==> src/rtl/elastic_pipe_reg.sv <==
// Valid/ready pipeline of DEPTH two-entry skid stages; every ready is a flop output.
// DEPTH cycles in->out, 1 item/cycle unstalled; stalls absorb up to 2*DEPTH items, never drop or duplicate.
module elastic_pipe_reg #(
  parameter int WIDTH = 64,
  parameter int DEPTH = 2,
  parameter int CNT_W = (DEPTH == 0) ? 1 : $clog2(2 * DEPTH + 1)
) (
  input  logic             clk,
  input  logic             reset,
  input  logic             flush,
  input  logic             in_valid,
  input  logic [WIDTH-1:0] in_data,
  output logic             in_ready,
  output logic             out_valid,
  output logic [WIDTH-1:0] out_data,
  input  logic             out_ready,
  output logic [CNT_W-1:0] count
);

  if (DEPTH == 0) begin : g_pass
    logic pass_unused;
    assign pass_unused = ^{clk, flush};
    assign out_valid   = in_valid & ~reset;
    assign out_data    = in_data & ~{WIDTH{reset}};
    assign in_ready    = out_ready;
    assign count       = '0;
  end else begin : g_pipe
    // Chain index k is the input side of stage k; index DEPTH is the pipe output.
    logic [DEPTH:0]   vld_c;
    logic [DEPTH:0]   rdy_c;
    logic [WIDTH-1:0] dat_c [DEPTH+1];
    logic [CNT_W-1:0] count_q, count_d;
    logic             in_xfer, out_xfer;

    assign vld_c[0]     = in_valid;
    assign dat_c[0]     = in_data;
    assign rdy_c[DEPTH] = out_ready;

    for (genvar k = 0; k < DEPTH; k++) begin : g_stage
      logic             m_vld_q, m_vld_d, s_vld_q, s_vld_d;
      logic [WIDTH-1:0] m_dat_q, m_dat_d, s_dat_q, s_dat_d;
      logic             up_xfer, dn_take;

      assign up_xfer = vld_c[k] & ~s_vld_q;
      assign dn_take = m_vld_q & rdy_c[k+1];

      always_comb begin
        m_vld_d = m_vld_q;
        m_dat_d = m_dat_q;
        s_vld_d = s_vld_q;
        s_dat_d = s_dat_q;
        if (dn_take && s_vld_q) begin
          m_dat_d = s_dat_q;
          s_vld_d = 1'b0;
        end else if (dn_take || !m_vld_q) begin
          m_vld_d = up_xfer;
          if (up_xfer) m_dat_d = dat_c[k];
        end else if (up_xfer) begin
          s_vld_d = 1'b1;
          s_dat_d = dat_c[k];
        end
        if (flush) begin
          m_vld_d = 1'b0;
          s_vld_d = 1'b0;
        end
      end

      always_ff @(posedge clk) begin
        if (reset) begin
          m_vld_q <= 1'b0;
          s_vld_q <= 1'b0;
          m_dat_q <= '0;
          s_dat_q <= '0;
        end else begin
          m_vld_q <= m_vld_d;
          s_vld_q <= s_vld_d;
          m_dat_q <= m_dat_d;
          s_dat_q <= s_dat_d;
        end
      end

      assign vld_c[k+1] = m_vld_q;
      assign dat_c[k+1] = m_dat_q;
      assign rdy_c[k]   = ~s_vld_q;
    end

    assign in_ready  = rdy_c[0];
    assign out_valid = vld_c[DEPTH];
    assign out_data  = dat_c[DEPTH];

    assign in_xfer  = in_valid & in_ready;
    assign out_xfer = out_valid & out_ready;

    always_comb begin
      count_d = count_q + CNT_W'(in_xfer) - CNT_W'(out_xfer);
      if (flush) count_d = '0;
    end

    always_ff @(posedge clk) begin
      if (reset) count_q <= '0;
      else       count_q <= count_d;
    end

    assign count = count_q;
  end

endmodule
==> config.mk <==
export PLATFORM = sky130hd
export DESIGN_NAME = elastic_pipe_reg
export DESIGN_NICKNAME = d
export VERILOG_FILES = /design/src/rtl/elastic_pipe_reg.sv
export SDC_FILE = /design/constraint.sdc
export NUM_CORES = 1
export LEC_CHECK = 0
export BUFFER_PORTS_ARGS = -buffer_cell sky130_fd_sc_hd__buf_2
export CAP_MARGIN = 5
export CORE_MARGIN = 5
export CORE_UTILIZATION = 52
export DETAILED_ROUTE_END_ITERATION = 6
export PLACE_DENSITY = 0.76
export SLEW_MARGIN = 30
export SYNTH_ARGS = -nofsm -noshare
export SYNTH_HDL_FRONTEND = slang
export SYNTH_SLANG_ARGS = --single-unit
==> constraint.sdc <==
create_clock -name clk -period 1.9 [get_ports clk]
set_input_delay 0.19 -clock clk [delete_from_list [all_inputs] [get_ports clk]]
set_output_delay 0.19 -clock clk [all_outputs]
set_load 0.02 [all_outputs]
Word level (Yosys, flattened, before mapping)
Index checks and enable logic that the tools add are counted.
Widths: inputs -> output; s select.
- bitwise gates (word level): 9
- add/subtract/negate cells: 2
- muxes and demuxes: 6
- reduce and logical (&&, ||, !) cells: 21
- operator list (kind ; count):
    $mux 64 ; 6
    $reduce_and 2->1 ; 6
    $reduce_bool 2->1 ; 4
    $not 1->1 ; 6
    $reduce_and 3->1 ; 2
    $reduce_or 3->1 ; 2
    $add 3x1->3 ; 1
    $and 1x1->1 ; 3
    $sub 3x1->3 ; 1
    $logic_and 1x1->1 ; 2
    $logic_not 1->1 ; 2
    $logic_or 1x1->1 ; 2
    $reduce_or 2->1 ; 1
- logic and storage cells: 47
- output and inout port bits: 69
- bits of input ports: 69
- flip-flop bits (word level): 263

Longest topological paths before layout
Gate-level depths: netlist (run 1).
- word-level depth: 5
- depth in mapped cells: 12

Worst setup path before layout (run 1)
OpenSTA, ideal clock, no wires.
- path kind: reg2reg
- start point: reg g_pipe.g_stage[0].s_vld_q
- end point: reg g_pipe.count_q[2] (netlist: count[2])
- clock period less this slack: 2.113 ns
- slack: -0.213 ns
- setup time: 0.123 ns
- buffers on the path: 2
- data required time: 1.777 ns
- arrival time: 1.991 ns
- stages on the path, launching flop included: 13
- cells stage by stage: dfxtp_1 -> clkbuf_2 -> nor2b_4 -> inv_2 -> buf_2 -> ha_1 -> inv_1 -> ha_1 -> inv_1 -> fa_1 -> xor2_1 -> xnor2_1 -> nor2_1
- cells in the longest elaborated chain, start to end: 4
- RTL lines (what ; RTL line ; source):
    start: declaration ; 40 ; logic m_vld_q, m_vld_d, s_vld_q, s_vld_d;
    start signal: assignment ; 76 ; s_vld_q <= s_vld_d;
    $not 1->1 ; 84 ; assign rdy_c[k] = ~s_vld_q;
    $and 1x1->1 ; 91 ; assign in_xfer = in_valid & in_ready;
    $add 3x1->3 ; 95 ; count_d = count_q + CNT_W'(in_xfer) - CNT_W'(out_xfer);
    $sub 3x1->3 ; 95 ;
    end signal: assignment ; 101 ; else count_q <= count_d;
    end: declaration ; 32 ; logic [CNT_W-1:0] count_q, count_d;
Every way passes these cells.
A chain may end at the register's enable or synchronous reset.

Final worst setup path (run 1)
- start point: reg g_pipe.g_stage[0].s_vld_q
- end point: reg g_pipe.g_stage[0].m_dat_q[9]
- cells in the longest elaborated chain, start to end: 4
- RTL lines (what ; RTL line ; source):
    $not 1->1 ; 44 ; assign up_xfer = vld_c[k] & ~s_vld_q;
    $and 1x1->1 ; 44 ;
    $reduce_bool 2->1 (no source line) ; - ;
    $reduce_and 2->1 (no source line) ; - ;
    end signal: assignment ; 77 ; m_dat_q <= m_dat_d;
    end: declaration ; 41 ; logic [WIDTH-1:0] m_dat_q, m_dat_d, s_dat_q, s_dat_d;
Parallel ways exist; a longest one is shown, timed or not.

==> results of run 1 <==
routing by layer:
metal	vias up	part of all wire [%]	track usage, %
li1	4446	-	-
met1	4390	43	31.9
met2	339	48	40.8
met3	58	6.4	3.23
met4	0	2.8	7.98
met5	-	0	0
state kept, by name, indices dropped and copies added (netlist names):
signal and cells:
out_data 64, out_valid 1, g_pipe.g_stage.s_dat_q 128, g_pipe.g_stage.m_vld_q 1, count 3, g_pipe.g_stage.m_dat_q 64, g_pipe.g_stage.s_vld_q 2
path summary, 6_finish.rpt:
check / slack (ns) / cells after the start / startpoint / end
max: 0.14 / 5 / g_pipe.g_stage[0].s_vld_q$_SDFFE_PP0P_ / g_pipe.g_stage[0].m_dat_q[9]$_SDFFE_PP0P_
max reg2reg: 0.14 / 5 / g_pipe.g_stage[0].s_vld_q$_SDFFE_PP0P_ / g_pipe.g_stage[0].m_dat_q[9]$_SDFFE_PP0P_
min reg2reg: 0.45 / 2 / out_data[20]$_SDFFE_PP0P_ / out_data[20]$_SDFFE_PP0P_
min: 0.05 / 2 / reset / g_pipe.g_stage[1].s_dat_q[25]$_SDFFE_PP0P_
critical path, delay by kind of cell, from the launching register on:
kind / cells / cell delay [ns]
AND/OR/NAND/NOR: 1 / 0.06
AO/OA/AOI/OAI: 2 / 0.49
buffers and inverters: 2 / 0.73
flip-flops: 1 / 0.38
placed cells by master, fill, tap and decap left out, drive strengths merged, types with 2 or more instances in the layout:
| master | instances |
|---|---|
| nand3 | 4 |
| a311oi | 3 |
| inv | 132 |
| dlygate4sd3 | 64 |
| dfxtp | 263 |
| ha | 2 |
| buf | 169 |
| a21oi | 131 |
| nand2 | 259 |
| o32ai | 124 |
| o21ai | 6 |
| nor2 | 8 |
| and2 | 2 |
| clkinv | 3 |
| a211oi | 124 |
| nor3b | 2 |
| clkbuf | 42 |
power breakdown:
group,internal [mW],switching (mW),total [mW]
logic,0.392,0.515,0.907
registers,5.68,0.111,5.79
clock network,3.10,2.07,5.18
cell type report:
cell class	count	area, um^2
well taps	265	332
flip-flops and latches	263	5270
clock buffers	41	828
repair buffers	234	1770
clock inverters	4	45.0
inverters	132	495
multi-input cells	680	4020
fillers	1620	6770
per-stage QoR:
stage	hold slack (ns)	utilization, %
after floorplan	0.326	-
after global placement	0.440	57.6
after detailed placement	0.442	57.6
after CTS	0.0179	65.3
after global routing	0.0449	65.3
final	0.0467	65.3
kinds of logic after synthesis:
| family | Yosys count | share of synthesized area, % |
|---|---|---|
| simple gates | 285 | 11.0 |
| compound gates | 390 | 26.7 |
| xor+xnor | 2 | 0.170 |
| flops | 263 | 51.0 |
| buf+inv | 247 | 10.6 |
| fa+ha+maj | 3 | 0.437 |
what timing repair did:
| item | CTS | global route |
|---|---|---|
| hold buffers | 64 | 0 |
| endpoints found under the setup margin | 0 | 1 |
| hold endpoints to repair | 67 | 0 |
| buffers inserted | 0 | 0 |
==> results by group, run 1 <==
Cells and area
  – Layout Cells excl Fill: 1619
  – Area Growth Syn to Fin: 23.7%
  – Nets: 1410
  – N_diodes: 0
  – Layout cells sized above 1: 16.9%
  – Final instance area: 12800 um^2

Logic synthesis
  – EDFF count, synth: 0
  – Largest cells by area after synthesis: dfxtp_1 51%, o32ai_1 11%, nand2_1 9.4%
  – Post-synth top cells: 263 x dfxtp_1, 259 x nand2_1, 131 x a21oi_1, 131 x inv_1
  – Yosys warns: 0
  – Synth Register Bits: 263
  – Post-synth top area cell: dfxtp_1
  – Net count after synthesis: 1262
  – Ys async rst share: 0%
  – Top FF cell, synth: dfxtp_1
  – Cells after synthesis: 1190
  – Synth Cell Area: 10300 um^2
  – Seq/Total Area, Yosys: 51.0%
  – Most frequent cell after synthesis: dfxtp_1
  – Yosys cell types: 35
  – Average size of a mapped cell: 8.67 um^2
  – Synth top area share: 51.0%

Timing
  – Slew HR: 44.7%
  – Hold Violations, Final: 0
  – Worst-margin pin slew: 0.829 ns
  – Max-slew violations: 0
  – # setup viols final: 0
  – RSZ-0062 raised after global routing: no
  – Setup TNS: 0 ns
  – Layout Skew: 0.00675 ns
  – PnR worst setup slack: 0.138 ns
  – Ratio of final minimum period to clock period: 92.7%
  – Min Tclk post-route: 1.76 ns
  – Max Clock Freq: 0.568 GHz

Worst setup path
  – Required time of the critical path: 2.32 ns
  – CP peak stage delay: 0.66 ns
  – Nature of the critical path endpoint: flop
  – Critical path peak fanout: 65
  – Startpoint types: flop
  – Worst path cell trace: nor2b_4 > inv_2 > buf_4 > o21ai_0 > a311oi_1
  – Data arrival, critical path: 2.18 ns
  – WS Path Type: flop to flop
  – Critical path's slowest cell: buf_4

Placed design
  – # placed instances: 1510
  – Setup WS pre-CTS: 0.114 ns
  – Dpl hpwl: 16000 um
  – RePlAce Congestion: 0.780
  – Placed Area: 11200 um^2
  – IO Port Bufs: 137

Route
  – Post-route ant nets: 0
  – Wire per inst: 17.4 um
  – Detailed-route via count: 9233
  – DR iter-0 viols: 650
  – # DRC: 0
  – Vias per cell: 5.70
  – Pre-antenna DRT Iters: 5
  – Routed wire length: 28100 um

Die
  – Die height: 151 um
  – Die area: 22700 um^2
  – Die X-Extent: 151 um
  – Initial core utilization: 52.8%
  – Core area: 19500 um^2
  – Num ports: 138
  – Row count: 51

Power and ir drop
  – Peak supply drop: 0.635 mV
  – P_leak: 4.70 nW
  – PD cells: 931 nW/um^2
  – Pwr Total: 11.9 mW

Clock network
  – CTS clk-pin slew, worst paths: 0.06 ns
  – Clock Path Buffers: 3
  – Root Driver: clkbuf_16
  – H-tree depth: 1
  – Clk Latency, worst-skew pair: 0.52 ns
  – CTS tree: yes
  – Num CTS Buffers: 27
  – Sink Count: 263
  – Post_cts resized: 0

Worst hold path
  – Worst hold path type: input port to flop

Global routing
  – Largest net degree at the start of global routing: 98
  – Global-route wire length before repair: 45200 um
  – Total gr overflow: 0
  – GR Util All Layers: 24.1%
  – Number of global-route vias before repair: 9032
  – Antenna violations before repair: 0

Flow run
  – Max-cap violation count: 0

Run status
  – Result of the run: complete, no violations
No activity file was read; power rests on OpenSTA's default activity.
==> run 2, diff against run 1 <==
==> constraint.sdc (replaced) <==
create_clock -name clk -period 1.9 [get_ports clk]
set_input_delay 0.285 -clock clk [delete_from_list [all_inputs] [get_ports clk]]
set_output_delay 0.285 -clock clk [all_outputs]
set_load 0.02 [all_outputs]
==> run 2 against run 1 <==
  * Register-to-register slack better by 0.03 ns
  * Clock skew rose by 0.0098 ns
  * Non-clock buffer count shrank 46
  * Worst hold slack got worse by 0.028 ns
  * Clock power down 3%
  * Highest routed layer unchanged
==> results by group, run 2 (synthesis gave the netlist of run 1 again) <==
Cells and area
  – Top reg by flops: g_pipe.g_stage.s_dat_q
  – Nets: 1364
  – Layout Cells excl Fill: 1573
  – Layout cells sized above 1: 17.4%
  – Commonest non-fill, non-tap cell in the layout: dfxtp_1
  – Number of flip-flops in the largest register: 128
  – Fillcell total: 1677
  – Area Growth Syn to Fin: 18.7%
  – Final instance area: 12200 um^2
  – N_diodes: 0
  – Commonest cells after routing, fill and taps aside: 263 x dfxtp_1, 259 x nand2_1, 136 x buf_2, 131 x a21oi_1, 129 x inv_1

Clock network
  – Num CTS Buffers: 27
  – Sink Count: 263
  – Clock Path Buffers: 3
  – Root Driver: clkbuf_16
  – CTS clk-pin slew, worst paths: 0.06 ns
  – Post_cts resized: 0
  – H-tree depth: 1
  – Clk Latency, worst-skew pair: 0.52 ns
  – CTS tree: yes

Flow run
  – Max-cap violation count: 0

Timing
  – Max Clock Freq: 0.576 GHz
  – Fin Hold WS: 0.0190 ns
  – Layout Skew: 0.0166 ns
  – Slew HR: 46.2%
  – Max-slew violations: 0
  – RSZ-0062 raised after global routing: no
  – Hold Violations, Final: 0
  – Worst-margin pin slew: 0.806 ns
  – # setup viols final: 0
  – Ratio of final minimum period to clock period: 91.4%
  – PnR worst setup slack: 0.164 ns
  – Min Tclk post-route: 1.74 ns

Worst setup path
  – Reg-to-reg startpoint: out_valid$_SDFFE_PP0P_
  – Nature of the critical path endpoint: flop
  – Required time of the critical path: 2.32 ns
  – Critical path peak fanout: 2
  – Data arrival, critical path: 2.15 ns
  – R2R setup slack: 0.16 ns
  – Worst Setup SP: out_valid$_SDFFE_PP0P_
  – Reg2reg path depth: 10
  – WS Path Type: flop to flop
  – Reg-to-reg endpoint: count[2]$_SDFF_PP0_
  – Startpoint types: flop

Die
  – Die height: 151 um
  – Initial core utilization: 52.8%
  – Die area: 22700 um^2
  – Core area: 19500 um^2
  – Num ports: 138
  – Die X-Extent: 151 um
  – Row count: 51

Run status
  – Result of the run: complete, no violations

Power and ir drop
  – Net Switching: 2.68 mW
  – P_int: 8.98 mW
  – PD cells: 953 nW/um^2
  – Switch share: 23.0%
  – Reg power frac: 49.7%
  – Pwr Total: 11.7 mW
  – Clk pwr share: 43.3%
  – Comb pwr share: 7.0%
  – Peak supply drop: 0.661 mV
  – P_leak: 4.47 nW

Global routing
  – Antenna violations before repair: 0
  – Largest net degree at the start of global routing: 93
  – Number of global-route vias before repair: 8350
  – GR Util All Layers: 22.9%
  – Total gr overflow: 0
  – Global-route wire length before repair: 43000 um

Worst hold path
  – Hold path startpoint: in_data[8]
  – Hold endpoint: g_pipe.g_stage[0].s_dat_q[8]$_SDFFE_PP0P_
  – Worst hold path type: input port to flop
  – Hold path cells: 3

Placed design
  – Setup WS pre-CTS: 0.0567 ns
  – Dpl hpwl: 15700 um
  – IO Port Bufs: 137
  – Placed Area: 11300 um^2
  – # placed instances: 1513
  – RePlAce Congestion: 0.753

Route
  – Vias per cell: 5.72
  – # DRC: 0
  – Routed wire length: 27100 um
  – Post-route ant nets: 0
  – Pre-antenna DRT Iters: 6
  – DR iter-0 viols: 672
  – Wire per inst: 17.2 um
  – Detailed-route via count: 8997
[run 2: critical path, stage by stage, from the launching register on]
cell,delay [ns]
dfxtp_1,0.34
nand2_1,0.07
inv_1,0.09
ha_4,0.21
inv_2,0.06
ha_4,0.12
inv_2,0.03
fa_2,0.32
xor2_1,0.15
xnor2_1,0.17
nor2_1,0.06
[run 2: stage by stage]
stage | utilization (%) | TNS (ns)
after CTS | 62.7 | 0
after global routing | 62.7 | 0
after global placement | 57.6 | 0
after floorplan | - | -0.0480
final | 62.7 | 0
after detailed placement | 57.6 | 0
[run 2: area by class of cell]
class / instances / area, um^2 / share of cell area, %
Clock buffer: 41 / 788 / 6.44
Inverter: 132 / 495 / 4.05
Timing Repair Buffer: 188 / 1290 / 10.5
Multi-Input combinational cell: 680 / 4020 / 32.8
Sequential cell: 263 / 5270 / 43.0
Tap cell: 265 / 332 / 2.71
Clock inverter: 4 / 50.0 / 0.409
[run 2: worst max path at each step]
stage | cells after the start | slack (ns) | end
final | 10 | 0.16 | count[2]$_SDFF_PP0_
after floorplan | 12 | -0.05 | count[2]$_SDFF_PP0_
after global placement | 11 | 0.07 | count[2]$_SDFF_PP0_
after CTS | 10 | 0.17 | count[2]$_SDFF_PP0_
after global routing | 5 | 0.04 | g_pipe.g_stage[0].m_dat_q[26]$_SDFFE_PP0P_
after detailed placement | 11 | 0.06 | count[2]$_SDFF_PP0_
[run 2: timing repair]
| action | CTS | global route |
|---|---|---|
| setup buffers | 0 | 0 |
| endpoints found under the hold margin | 15 | 0 |
| hold buffers | 15 | 0 |
[run 2: power groups by stage]
stage,clock [mW],sequential (mW),combinational [mW]
4_1_cts,5.12,5.79,0.823
3_5_place_dp,0,5.91,0.794
3_3_place_gp,0,5.91,0.785
2_1_floorplan,0,5.98,0.417
5_1_grt,5.35,5.81,0.891
6_report,5.05,5.79,0.821
[run 2: layer usage]
metal | global-route usage (%) | vias to the layer above | share of wire (%)
li1 | - | 4357 | -
met1 | 32.2 | 4269 | 44
met2 | 37.6 | 326 | 47
met3 | 3.17 | 45 | 7.0
met4 | 5.53 | 0 | 1.8
met5 | 0 | - | 0
